<file path="src/rtl/muldiv32_if.sv">
// Operand/result bundle between the EX-stage issue logic and the mul/div unit.
// The master drives operands, start and the MTHI/MTLO writes; the slave returns status and HI/LO.
interface muldiv32_if #(
    parameter int WIDTH = 32
);
    logic             start;
    logic [1:0]       op;
    logic [WIDTH-1:0] a;
    logic [WIDTH-1:0] b;
    logic             hi_we;
    logic             lo_we;
    logic [WIDTH-1:0] wdata;
    logic             busy;
    logic             done;
    logic [WIDTH-1:0] hi;
    logic [WIDTH-1:0] lo;

    modport master (
        output start, op, a, b, hi_we, lo_we, wdata,
        input  busy, done, hi, lo
    );

    modport slave (
        input  start, op, a, b, hi_we, lo_we, wdata,
        output busy, done, hi, lo
    );
endinterface

</file>
<file path="src/rtl/muldiv32.sv">
// Iterative MULT/MULTU/DIV/DIVU unit holding HI/LO: one magnitude iteration per clock,
// followed by a single sign-fixup cycle that writes HI/LO and pulses done.
module muldiv32 #(
    parameter int WIDTH = 32
) (
    input  logic      clk,
    input  logic      reset,
    muldiv32_if.slave bus
);
    localparam int CW = $clog2(WIDTH);

    typedef enum logic [1:0] {IDLE, CALC, FIX} state_t;

    state_t             state_reg;
    logic               is_div_reg;
    logic [CW-1:0]      cnt_reg;
    logic [2*WIDTH-1:0] acc_reg;
    logic [WIDTH-1:0]   opnd_reg;
    logic [WIDTH-1:0]   a_orig_reg;
    logic               b_zero_reg;
    logic               neg_q_reg;
    logic               neg_r_reg;
    logic               busy_reg;
    logic               done_reg;
    logic [WIDTH-1:0]   hi_reg;
    logic [WIDTH-1:0]   lo_reg;

    logic               is_signed;
    logic [WIDTH-1:0]   mag_a;
    logic [WIDTH-1:0]   mag_b;
    logic [WIDTH:0]     mul_sum;
    logic [2*WIDTH-1:0] mul_next;
    logic [WIDTH:0]     div_shift;
    logic [WIDTH:0]     div_diff;
    logic [2*WIDTH-1:0] div_next;
    logic [2*WIDTH-1:0] prod_fixed;
    logic [WIDTH-1:0]   quot_fixed;
    logic [WIDTH-1:0]   rem_fixed;

    always_comb begin
        is_signed = ~bus.op[0];
        mag_a     = (is_signed && bus.a[WIDTH-1]) ? -bus.a : bus.a;
        mag_b     = (is_signed && bus.b[WIDTH-1]) ? -bus.b : bus.b;

        // Multiply: multiplier sits in the low half and is consumed LSB first.
        mul_sum  = {1'b0, acc_reg[2*WIDTH-1:WIDTH]} + {1'b0, (acc_reg[0] ? opnd_reg : {WIDTH{1'b0}})};
        mul_next = {mul_sum, acc_reg[WIDTH-1:1]};

        // Divide: partial remainder in the high half, dividend/quotient shifting through the low half.
        div_shift = {acc_reg[2*WIDTH-1:WIDTH], acc_reg[WIDTH-1]};
        div_diff  = div_shift - {1'b0, opnd_reg};
        div_next  = div_diff[WIDTH] ? {div_shift[WIDTH-1:0], acc_reg[WIDTH-2:0], 1'b0}
                                    : {div_diff[WIDTH-1:0],  acc_reg[WIDTH-2:0], 1'b1};

        prod_fixed = neg_q_reg ? -acc_reg : acc_reg;
        quot_fixed = neg_q_reg ? -acc_reg[WIDTH-1:0] : acc_reg[WIDTH-1:0];
        rem_fixed  = neg_r_reg ? -acc_reg[2*WIDTH-1:WIDTH] : acc_reg[2*WIDTH-1:WIDTH];
    end

    always_ff @(posedge clk or posedge reset) begin
        if (reset) begin
            state_reg  <= IDLE;
            is_div_reg <= 1'b0;
            cnt_reg    <= '0;
            acc_reg    <= '0;
            opnd_reg   <= '0;
            a_orig_reg <= '0;
            b_zero_reg <= 1'b0;
            neg_q_reg  <= 1'b0;
            neg_r_reg  <= 1'b0;
            busy_reg   <= 1'b0;
            done_reg   <= 1'b0;
            hi_reg     <= '0;
            lo_reg     <= '0;
        end else begin
            done_reg <= 1'b0;
            case (state_reg)
                IDLE: begin
                    if (bus.hi_we) hi_reg <= bus.wdata;
                    if (bus.lo_we) lo_reg <= bus.wdata;
                    if (bus.start) begin
                        state_reg  <= CALC;
                        busy_reg   <= 1'b1;
                        cnt_reg    <= '0;
                        is_div_reg <= bus.op[1];
                        opnd_reg   <= bus.op[1] ? mag_b : mag_a;
                        acc_reg    <= {{WIDTH{1'b0}}, (bus.op[1] ? mag_a : mag_b)};
                        a_orig_reg <= bus.a;
                        b_zero_reg <= (bus.b == '0);
                        neg_q_reg  <= is_signed & (bus.a[WIDTH-1] ^ bus.b[WIDTH-1]);
                        neg_r_reg  <= is_signed & bus.a[WIDTH-1];
                    end
                end
                CALC: begin
                    acc_reg <= is_div_reg ? div_next : mul_next;
                    cnt_reg <= cnt_reg + 1'b1;
                    if (cnt_reg == CW'(WIDTH - 1)) state_reg <= FIX;
                end
                FIX: begin
                    state_reg <= IDLE;
                    busy_reg  <= 1'b0;
                    done_reg  <= 1'b1;
                    if (!is_div_reg) begin
                        {hi_reg, lo_reg} <= prod_fixed;
                    end else if (b_zero_reg) begin
                        hi_reg <= a_orig_reg;
                        lo_reg <= '1;
                    end else begin
                        hi_reg <= rem_fixed;
                        lo_reg <= quot_fixed;
                    end
                end
                default: state_reg <= IDLE;
            endcase
        end
    end

    assign bus.busy = busy_reg;
    assign bus.done = done_reg;
    assign bus.hi   = hi_reg;
    assign bus.lo   = lo_reg;
endmodule

</file>
<file path="src/flat_wrapper.sv">
// flat-port wrapper written by rule: the top's interface ports become plain ports
module muldiv32_flat 
#(
    parameter int WIDTH = 32
)
  (clk, reset, bus_start, bus_op, bus_a, bus_b, bus_hi_we, bus_lo_we, bus_wdata, bus_busy, bus_done, bus_hi, bus_lo);
  muldiv32_if #(.WIDTH(WIDTH)) bus_i ();
  input  logic clk;
  input  logic reset;
  input wire logic [$bits(bus_i.start)-1:0] bus_start;
  input wire logic [$bits(bus_i.op)-1:0] bus_op;
  input wire logic [$bits(bus_i.a)-1:0] bus_a;
  input wire logic [$bits(bus_i.b)-1:0] bus_b;
  input wire logic [$bits(bus_i.hi_we)-1:0] bus_hi_we;
  input wire logic [$bits(bus_i.lo_we)-1:0] bus_lo_we;
  input wire logic [$bits(bus_i.wdata)-1:0] bus_wdata;
  output wire logic [$bits(bus_i.busy)-1:0] bus_busy;
  output wire logic [$bits(bus_i.done)-1:0] bus_done;
  output wire logic [$bits(bus_i.hi)-1:0] bus_hi;
  output wire logic [$bits(bus_i.lo)-1:0] bus_lo;
  assign bus_i.start = bus_start;
  assign bus_i.op = bus_op;
  assign bus_i.a = bus_a;
  assign bus_i.b = bus_b;
  assign bus_i.hi_we = bus_hi_we;
  assign bus_i.lo_we = bus_lo_we;
  assign bus_i.wdata = bus_wdata;
  assign bus_busy = bus_i.busy;
  assign bus_done = bus_i.done;
  assign bus_hi = bus_i.hi;
  assign bus_lo = bus_i.lo;
  muldiv32 #(.WIDTH(WIDTH)) u_core (.clk(clk), .reset(reset), .bus(bus_i));
endmodule
</file>
<file path="config.mk">
export PLATFORM = sky130hd
export DESIGN_NAME = muldiv32_flat
export DESIGN_NICKNAME = d
export VERILOG_FILES = /design/src/rtl/muldiv32_if.sv /design/src/rtl/muldiv32.sv /design/src/flat_wrapper.sv
export SDC_FILE = /design/constraint.sdc
export NUM_CORES = 1
export LEC_CHECK = 0
export ABC_AREA = 1
export CAP_MARGIN = 20
export CORE_ASPECT_RATIO = 1.5
export CORE_MARGIN = 8
export CORE_UTILIZATION = 50
export CTS_CLUSTER_SIZE = 14
export DETAILED_ROUTE_END_ITERATION = 8
export GPL_TIMING_DRIVEN = 0
export HOLD_SLACK_MARGIN = 0.03
export PLACE_DENSITY = 0.73
export SYNTH_ARGS = -nofsm -noshare
export SYNTH_HDL_FRONTEND = slang
export SYNTH_SLANG_ARGS = --single-unit
</file>
<file path="constraint.sdc">
create_clock -name clk -period 19.67 [get_ports clk]
set_clock_uncertainty 0.05 [all_clocks]
set_input_delay 3.934 -clock clk [delete_from_list [all_inputs] [get_ports clk]]
set_output_delay 3.934 -clock clk [all_outputs]
set_load 0.02 [all_outputs]
</file>
### Word-level counts from Yosys, hierarchy flattened

Index checks and enable logic that the tools add are counted.

* add/subtract/negate cells: 8
* multiply operators: 0
* div/mod/pow operators: 0
* order comparisons: 0
* equality and inequality tests: 7
* shift-type cells: 0
* mux-type cells: 28
* bitwise operators: 4
* reduce and logical (&&, ||, !) cells: 12

Operator list (count)
* 2-to-1 mux 32 bit: 13
* 2-to-1 mux 64 bit: 4
* negator 32 bit: 4
* one-hot mux 32 bit (2 select lines): 2
* one-hot mux 64 bit (2 select lines): 1
* negator 64 bit: 1
* adder 32 x 32 -> 33 bit: 1
* subtractor 33 x 32 -> 33 bit: 1
* logical NOT 32 bit: 1
* AND reduction 2 bit: 6
* one-hot mux 5 bit (2 select lines): 1
* != test 2 bit, second input constant: 3
* adder 5 x 1 -> 5 bit, second input constant: 1
* == test 5 bit, second input constant: 1
* 2-to-1 mux 5 bit: 1
* 2-to-1 mux 2 bit: 2
* one-hot mux 2 bit (2 select lines): 1
* nonzero test 2 bit: 2
* AND 1 bit: 2
* == test 2 x 1 -> 1 bit, second input constant: 1
* == test 2 bit, second input constant: 1
* logical AND 1 bit: 2
* logical NOT 2 bit: 1
* 2-to-1 mux 1 bit: 2
* 4 further kinds: 4

* register bits after elaboration: 205
* latch bits: 0
* memory bits (writable): 0
* memory bits (read-only): 0
* input port bits: 103
* output and inout port bits: 66
* word-level logic and storage cells: 72
* memories kept: 0

### Longest topological paths before layout

Gate-level depths: netlist of run 1.

* depth after elaboration: 6
* gate-level depth with buffers: 20
* depth with buffers taken out: 19

### Worst setup path before layout of run 1

No wires, ideal clock.

* path type: input to register
* start point: input port bus_a[0]
* end point: register u_core.acc_reg[16]
* library setup time: 131 ps
* arrival: 5201 ps
* data required time: 19489 ps
* setup slack: 14287 ps
* stages on the path: 11
* buffers on the path: 0
* cell sequence: inv_1 -> ha_1 -> nand3_1 -> nor2_2 -> nand3_2 -> nand2_1 -> o21ai_0 -> xnor2_1 -> nand2_1 -> o211ai_1 -> a21boi_0

* longest elaborated chain between the ends: 5

Ends and longest elaborated chain
* from (decl): line flat_wrapper.sv:12 `input wire logic [$bits(bus_i.a)-1:0] bus_a;`
* negator 32 bit: line muldiv32.sv:42 `mag_a = (is_signed && bus.a[WIDTH-1]) ? -bus.a : bus.a;`
* 2-to-1 mux 32 bit: line muldiv32.sv:42
* 2-to-1 mux 32 bit: line muldiv32.sv:87 `acc_reg <= {{WIDTH{1'b0}}, (bus.op[1] ? mag_a : mag_b)};`
* 2-to-1 mux 64 bit: line muldiv32.sv:81 `if (bus.start) begin`
* one-hot mux 64 bit (2 select lines): line muldiv32.sv:77 `case (state_reg)`
* to (signal assigned): line muldiv32.sv:87
* to (signal assigned): line muldiv32.sv:95 `acc_reg <= is_div_reg ? div_next : mul_next;`
* to (decl): line muldiv32.sv:17 `logic [2*WIDTH-1:0] acc_reg;`

Every way passes these cells. The select of a mux whose other input is x is not followed.
A chain may end at the register's enable or synchronous reset.

### Worst setup path in the final report of run 1

Ends and elaborated chain as after synthesis.

==> flow_summary.yaml, run 1 <==
clocking:
  cts_tree: "done"
  cts_buffers: 24
  clock_latency_ns: 0.57
  cts_hold_buf: 0
  post_cts_resize_count: 0
  cts_root_buf: "clkbuf_16"
  cts_max_level: 1
  cts.sinks: 205
  clk_pin_slew_ns: 0.06
  post_cts.repair.setup_buffers: 0
  cts-root-to-sink-buffers: 3
logic_synthesis:
  postSynthRegisterBits: 205
  syn-cell-area_um2: 20100
  avgSynthCellArea_um2: 5.90
  yosys_warnings: 0
  syn_inst: 3397
  yosys.area.top_type: "dfrtp_1"
  synthTopCellsByArea: "dfrtp_1 (26%), nand2_1 (19%), inv_1 (7.9%), nand3_1 (7.6%), nor2_1 (7.1%)"
  synth_fp_nets: 3572
  ys_seq_area_share_pct: 25.6
  yosysUniqueCellTypes: 56
  post-synth-top-area-fraction_pct: 25.6
die:
  placementRows: 90
  initial_utilization_pct: 50.3
  die_x_um: 180
  ioPinCount: 169
  design.core.area_um2: 39900
  die_height_um: 261
  die_area_um2: 46900
drt:
  post_drt_wl_per_cell_um: 24.6
  antenna_left: 0
  num_vias: 24700
  drt_iter0_drc: 2399
  routed_wl_um: 101000
  dr.pass1.iters: 8
  drc: 0
  viasPerCell: 6.01
final_layout:
  multi_input_area_um2: 12700
  largest_register_ffs: 64
  final_core_util_pct: 58.1
  final-seq-area_um2: 5130
  nFillCells: 4055
  layout-drive-gt1-share_pct: 4.05
  final_net_count: 3766
  antennaDiodeCount: 0
  areaGrowthSynthToFinish_pct: 15.5
worst_hold_path:
  min_path_type: "flop to flop"
  hold_end: "u_core.bus.busy"
  whs_path_depth: 2
  min-delay-start: "u_core.bus.busy"
setup_path:
  ff2ff_setup_slack_ns: 16.24
  cp_top_family: "buffers and inverters"
  cp_slowest_cell: "clkdlybuf4s50_1"
  timing.rr.end: "u_core.acc_reg[61]"
  endpoint_kind: "flop"
  path_max_fanout: 5
  worstPathArrival_ns: 6.69
  cp-start-kind: "primary input"
  r2r-start: "u_core.acc_reg[0]"
  crit_top_cell: "nand2_1"
  ff2ff_path_depth: 19
  max_stage_delay_ns: 0.61
  crit_type: "primary input to flop"
  required_ns: 20.04
  cp_cell_sequence: "clkdlybuf4s50_1 > inv_1 > ha_1 > nand3_1 > nor2_2 > nand3_2 > nand2_1 > o21ai_0 > xnor2_1 > nand2_1 > o211ai_1 > a21boi_0"
  worst-path-buf-inv: 2
timing:
  hold_slack_ns: 0.438
  drv_slew: 0
  relSlewSlack_pct: 34.0
  max_freq_mhz: 158
  period_minus_slack_ns: 6.32
  finalHoldViolations: 0
  setup_viol: 0
  rsz0062_at_grt: "false"
  fin_tns_setup_ns: 0
  period_share_pct: 32.1
  worst_pin_slew_ns: 0.990
global_routing:
  grt_pass1_vias: 23500
  grt_pass1_wl_um: 146000
  grt_max_degree: 122
  grt-ovfl-total: 0
  grt_antenna_before_repair: 1
  grt_usage_pct: 41.6
power:
  peakVddDrop_v: 0.000129
  p_leak_nw: 11.4
  power_density_nw_per_um2: 204
  total_power_mw: 4.72
place:
  dpl.hpwl_um: 82500
  place_congestion: 1.18
  io_buffers: 167
job:
  max_cap_viol_count: 0
status:
  status: "complete, no violations"
## worst min-delay path: stages, from the launching register on
cell and delay [ns]:
dfrtp_1 0.35, nand2_1 0.06, nand2_1 0.05
## cells in the final DEF, fill, tap and decap left out, types with 9 or more instances in the layout
cell	instances
nand4_1	29
ha_1	70
buf_2	26
xor2_1	47
xnor2_1	14
a21oi_1	258
a31oi_1	13
o21ai_0	222
nand2_2	13
nand2_1	1041
buf_1	18
o21bai_1	9
nand3b_1	16
nor2_1	382
nor2_2	20
inv_1	420
o211ai_1	32
a22oi_1	17
dfrtp_1	205
nor3_1	27
nand3_1	304
clkdlybuf4s50_1	167
clkbuf_16	24
o21ai_1	22
clkbuf_1	87
## layer usage
metal / up-vias / GRT usage (%) / part of all wire, %
met2: 1626 / 70.0 / 46
met5: - / 0 / 0.013
met1: 11300 / 43.1 / 33
met3: 505 / 7.73 / 9.2
met4: 2 / 41.3 / 12
li1: 11300 / - / -
## area by class of cell
class                           count  share of cell area, %
Multi-Input combinational cell   2622                   54.8
Sequential cell                   205                   22.1
Timing Repair Buffer              168                   7.33
Inverter                          434                   7.07
Clock buffer                       31                   2.83
Tap cell                          506                   2.73
Buffer                            136                   2.57
Clock inverter                     11                  0.502
## cell usage after synthesis (all sizes together)
master	instances
nand2	1058
inv	428
nor2	410
nand3	308
a21oi	262
o21ai	250
dfrtp	205
clkbuf	83
ha	70
buf	53
xor2	47
o211ai	32
nand4	29
nor3	29
a22oi	17
nand3b	16
xnor2	14
a31oi	13
a21boi	10
o21bai	9
o31ai	8
o221ai	7
clkinv	6
nor4	6
o21a	5
and2	3
or2	3
a21o	2
a221o	2
a22o	2
fa	2
o22ai	2
a211o	1
a2bb2oi	1
and3	1
nand2b	1
nor3b	1
o41ai	1
## through the flow
| step | setup WS, ns | instances | instance area, um^2 |
|---|---|---|---|
| floorplan | 10.09 | 3397 | 20100 |
| global placement | 7.48 | 4070 | 22400 |
| detailed placement | 12.97 | 4071 | 22400 |
| CTS | 13.54 | 4113 | 23200 |
| global route | 13.26 | 4113 | 23200 |
| finish | 13.35 | 4113 | 23200 |
## power by group
group	internal (mW)	switching, mW
clock	0.252	0.204
sequential	0.636	0.285
combinational	1.07	2.27
total	1.95	2.76
## how the worst max path moves through the flow
stage                     depth (start not counted)  slack [ns]                    to  startpoint
after global placement                            2        7.48    u_core.acc_reg[56]       reset
after detailed placement                         12       12.97    u_core.acc_reg[16]    bus_a[0]
final                                            12       13.35    u_core.acc_reg[16]    bus_a[0]
after floorplan                                   1       10.09  u_core.a_orig_reg[0]       reset
after global routing                             12       13.26    u_core.acc_reg[16]    bus_a[0]
after CTS                                        12       13.54    u_core.acc_reg[16]    bus_a[0]
## kinds of logic after synthesis
group,after synthesis,share of synthesized area [%]
adder cells (fa/ha/maj),72,4.57
buffers and inverters,570,11.1
AND/OR/NAND/NOR,1865,38.9
XOR/XNOR,61,2.66
flip-flops,205,25.6
AO/OA/AOI/OAI,624,17.2
Note: power is estimated with default switching activity, not from simulation.
==> run 2: changes to the inputs <==
clock period = 6 ns   (was 19.67 ns; I/O delays follow)
==> flow_summary.yaml, run 2 (same netlist as run 1, synthesis figures left out) <==
power:
  p_leak_nw: 11.5
  peakVddDrop_v: 0.000513
  combPwrFrac_pct: 70.7
  seqPwrFrac_pct: 19.8
  p_switching_mw: 9.02
  switching_share_pct: 58.5
  clkPwrFrac_pct: 9.5
  p_int_mw: 6.40
  power_density_nw_per_um2: 665
drt:
  antenna_left: 0
  wl_met2_um: 47200
  drc: 0
  drt_iter0_drc: 3033
  post_drt_wl_per_cell_um: 24.9
  routed_wl_um: 102000
  wl_met3_um: 9430
  highest_layer: "met5"
  viasPerCell: 6.03
  num_vias: 24800
  wl_met1_um: 34100
  dr.pass1.iters: 9
die:
  placementRows: 90
  initial_utilization_pct: 50.3
  die_height_um: 261
  die_x_um: 180
  design.core.area_um2: 39900
  ioPinCount: 169
  die_area_um2: 46900
setup_path:
  cp_slowest_cell: "clkdlybuf4s50_1"
  worst-path-buf-inv: 2
  crit_top_cell: "nand2_1"
  cp_top_family: "simple AND/OR/NAND/NOR gates"
  worstPathArrival_ns: 3.95
  max_stage_delay_ns: 0.55
  endpoint_kind: "flop"
  required_ns: 6.38
  crit_type: "primary input to flop"
  cp_cell_sequence: "clkdlybuf4s50_1 > inv_1 > ha_1 > nand3_1 > nor2_2 > nand3_2 > nand2_1 > o21ai_0 > xnor2_1 > nand2_1 > o211ai_1 > a21boi_0"
  path_max_fanout: 5
  cp-start-kind: "primary input"
worst_hold_path:
  min_path_type: "flop to flop"
global_routing:
  grt_max_degree: 43
  grt_pass1_vias: 23700
  grt-ovfl-total: 0
  grt_usage_pct: 42.0
  grt_pass1_wl_um: 148000
  grt_antenna_before_repair: 3
clocking:
  cts_max_level: 1
  cts_hold_buf: 0
  cts.sinks: 205
  cts_tree: "done"
  post_cts.repair.setup_buffers: 0
  clk_pin_slew_ns: 0.07
  cts_buffers: 22
  clock_latency_ns: 0.56
  cts-root-to-sink-buffers: 3
  cts_root_buf: "clkbuf_16"
  post_cts_resize_count: 0
timing:
  rsz0062_at_grt: "false"
  worst_pin_slew_ns: 1.08
  relSlewSlack_pct: 27.4
  hold_slack_ns: 0.442
  period_minus_slack_ns: 3.58
  period_share_pct: 59.6
  fin_tns_setup_ns: 0
  drv_slew: 0
  finalHoldViolations: 0
  max_freq_mhz: 279
  setup_viol: 0
final_layout:
  areaGrowthSynthToFinish_pct: 15.7
  final_common_cell: "nand2_1"
  layout-drive-gt1-share_pct: 4.05
  final_net_count: 3768
  largest_register_ffs: 64
  final_core_util_pct: 58.2
  fin_cells: 4114
  layout_common_cells: "nand2_1 (1,041), inv_1 (420), nor2_1 (382)"
place:
  io_buffers: 167
  dpl.hpwl_um: 82700
  dp_cells: 4075
  place_congestion: 1.13
status:
  status: "complete, no violations"
job:
  max_cap_viol_count: 0
==> run 2: cell count changes in the layout (fill, tap and decap cells not counted), sizes merged <==
cell / previous run / this run
clkinv: 10 / 11
bufinv: 1 / 3
inv: 431 / 429
clkinvlp: 3 / 2
buf: 54 / 58
clkbuf: 114 / 109
diode: 0 / 2
==> run 2: area by class of cell <==
cell class                 count  area (um^2)
fill                        4053        16700
tap                          506          633
antenna                        2         5.00
sequential                   205         5130
buffer                       136          596
clock buffer                  26          576
timing repair buffer         172         1770
inverter                     434         1630
multi-input combinational   2622        12700
clock inverter                11          155
==> run 2: final timing paths <==
check | endpoint | slack [ns] | cells after the start | startpoint
worst min register to register | u_core.bus.busy | 0.44 | 2 | u_core.bus.busy
worst max-delay path | u_core.acc_reg[16] | 2.42 | 12 | bus_a[0]
max in group asynchronous | u_core.acc_reg[63] | 4.00 | 4 | reset
min in group asynchronous | u_core.cnt_reg[1] | 0.98 | 2 | reset
worst min-delay path | u_core.bus.busy | 0.44 | 2 | u_core.bus.busy
worst max register to register | u_core.acc_reg[63] | 2.49 | 18 | u_core.acc_reg[0]
==> run 2: worst reg2reg max path, stage by stage, from the launching register on <==
cell and delay [ns]:
dfrtp_1 0.35, buf_6 0.19, clkbuf_1 0.52, nand2_1 0.11
inv_1 0.08, ha_1 0.16, inv_1 0.06, fa_1 0.40
o21ai_0 0.40, nand2_1 0.13, nand2_1 0.17, nand4_1 0.24
nand3_1 0.17, nand2_1 0.06, nand3_1 0.09, nand2_1 0.06
inv_1 0.08, nand2_1 0.05, nand2_1 0.06
==> run 2: routing by layer <==
layer	vias to the layer above	GRT usage, %
li1	11300	-
met1	11400	44.4
met2	1609	70.6
met3	468	7.87
met4	6	39.9
met5	-	0
==> run 2: metrics by stage <==
| stage | power [mW] | setup slack (ns) | cell area [um^2] |
|---|---|---|---|
| after global routing | 16.4 | 2.27 | 23200 |
| after floorplan | 9.67 | 2.09 | 20100 |
| after detailed placement | 13.4 | 2.03 | 22500 |
| after CTS | 14.9 | 2.59 | 23200 |
| final | 15.4 | 2.42 | 23200 |
| after global placement | 13.2 | 0.481 | 22400 |
==> run 2: power by group through the flow <==
stage	clock network (mW)	logic (mW)	registers (mW)
5_1_grt	1.51	11.8	3.08
2_1_floorplan	0	6.85	2.82
3_5_place_dp	0	10.4	2.98
3_3_place_gp	0	10.2	2.95
6_report	1.47	10.9	3.05
4_1_cts	1.45	10.5	2.96
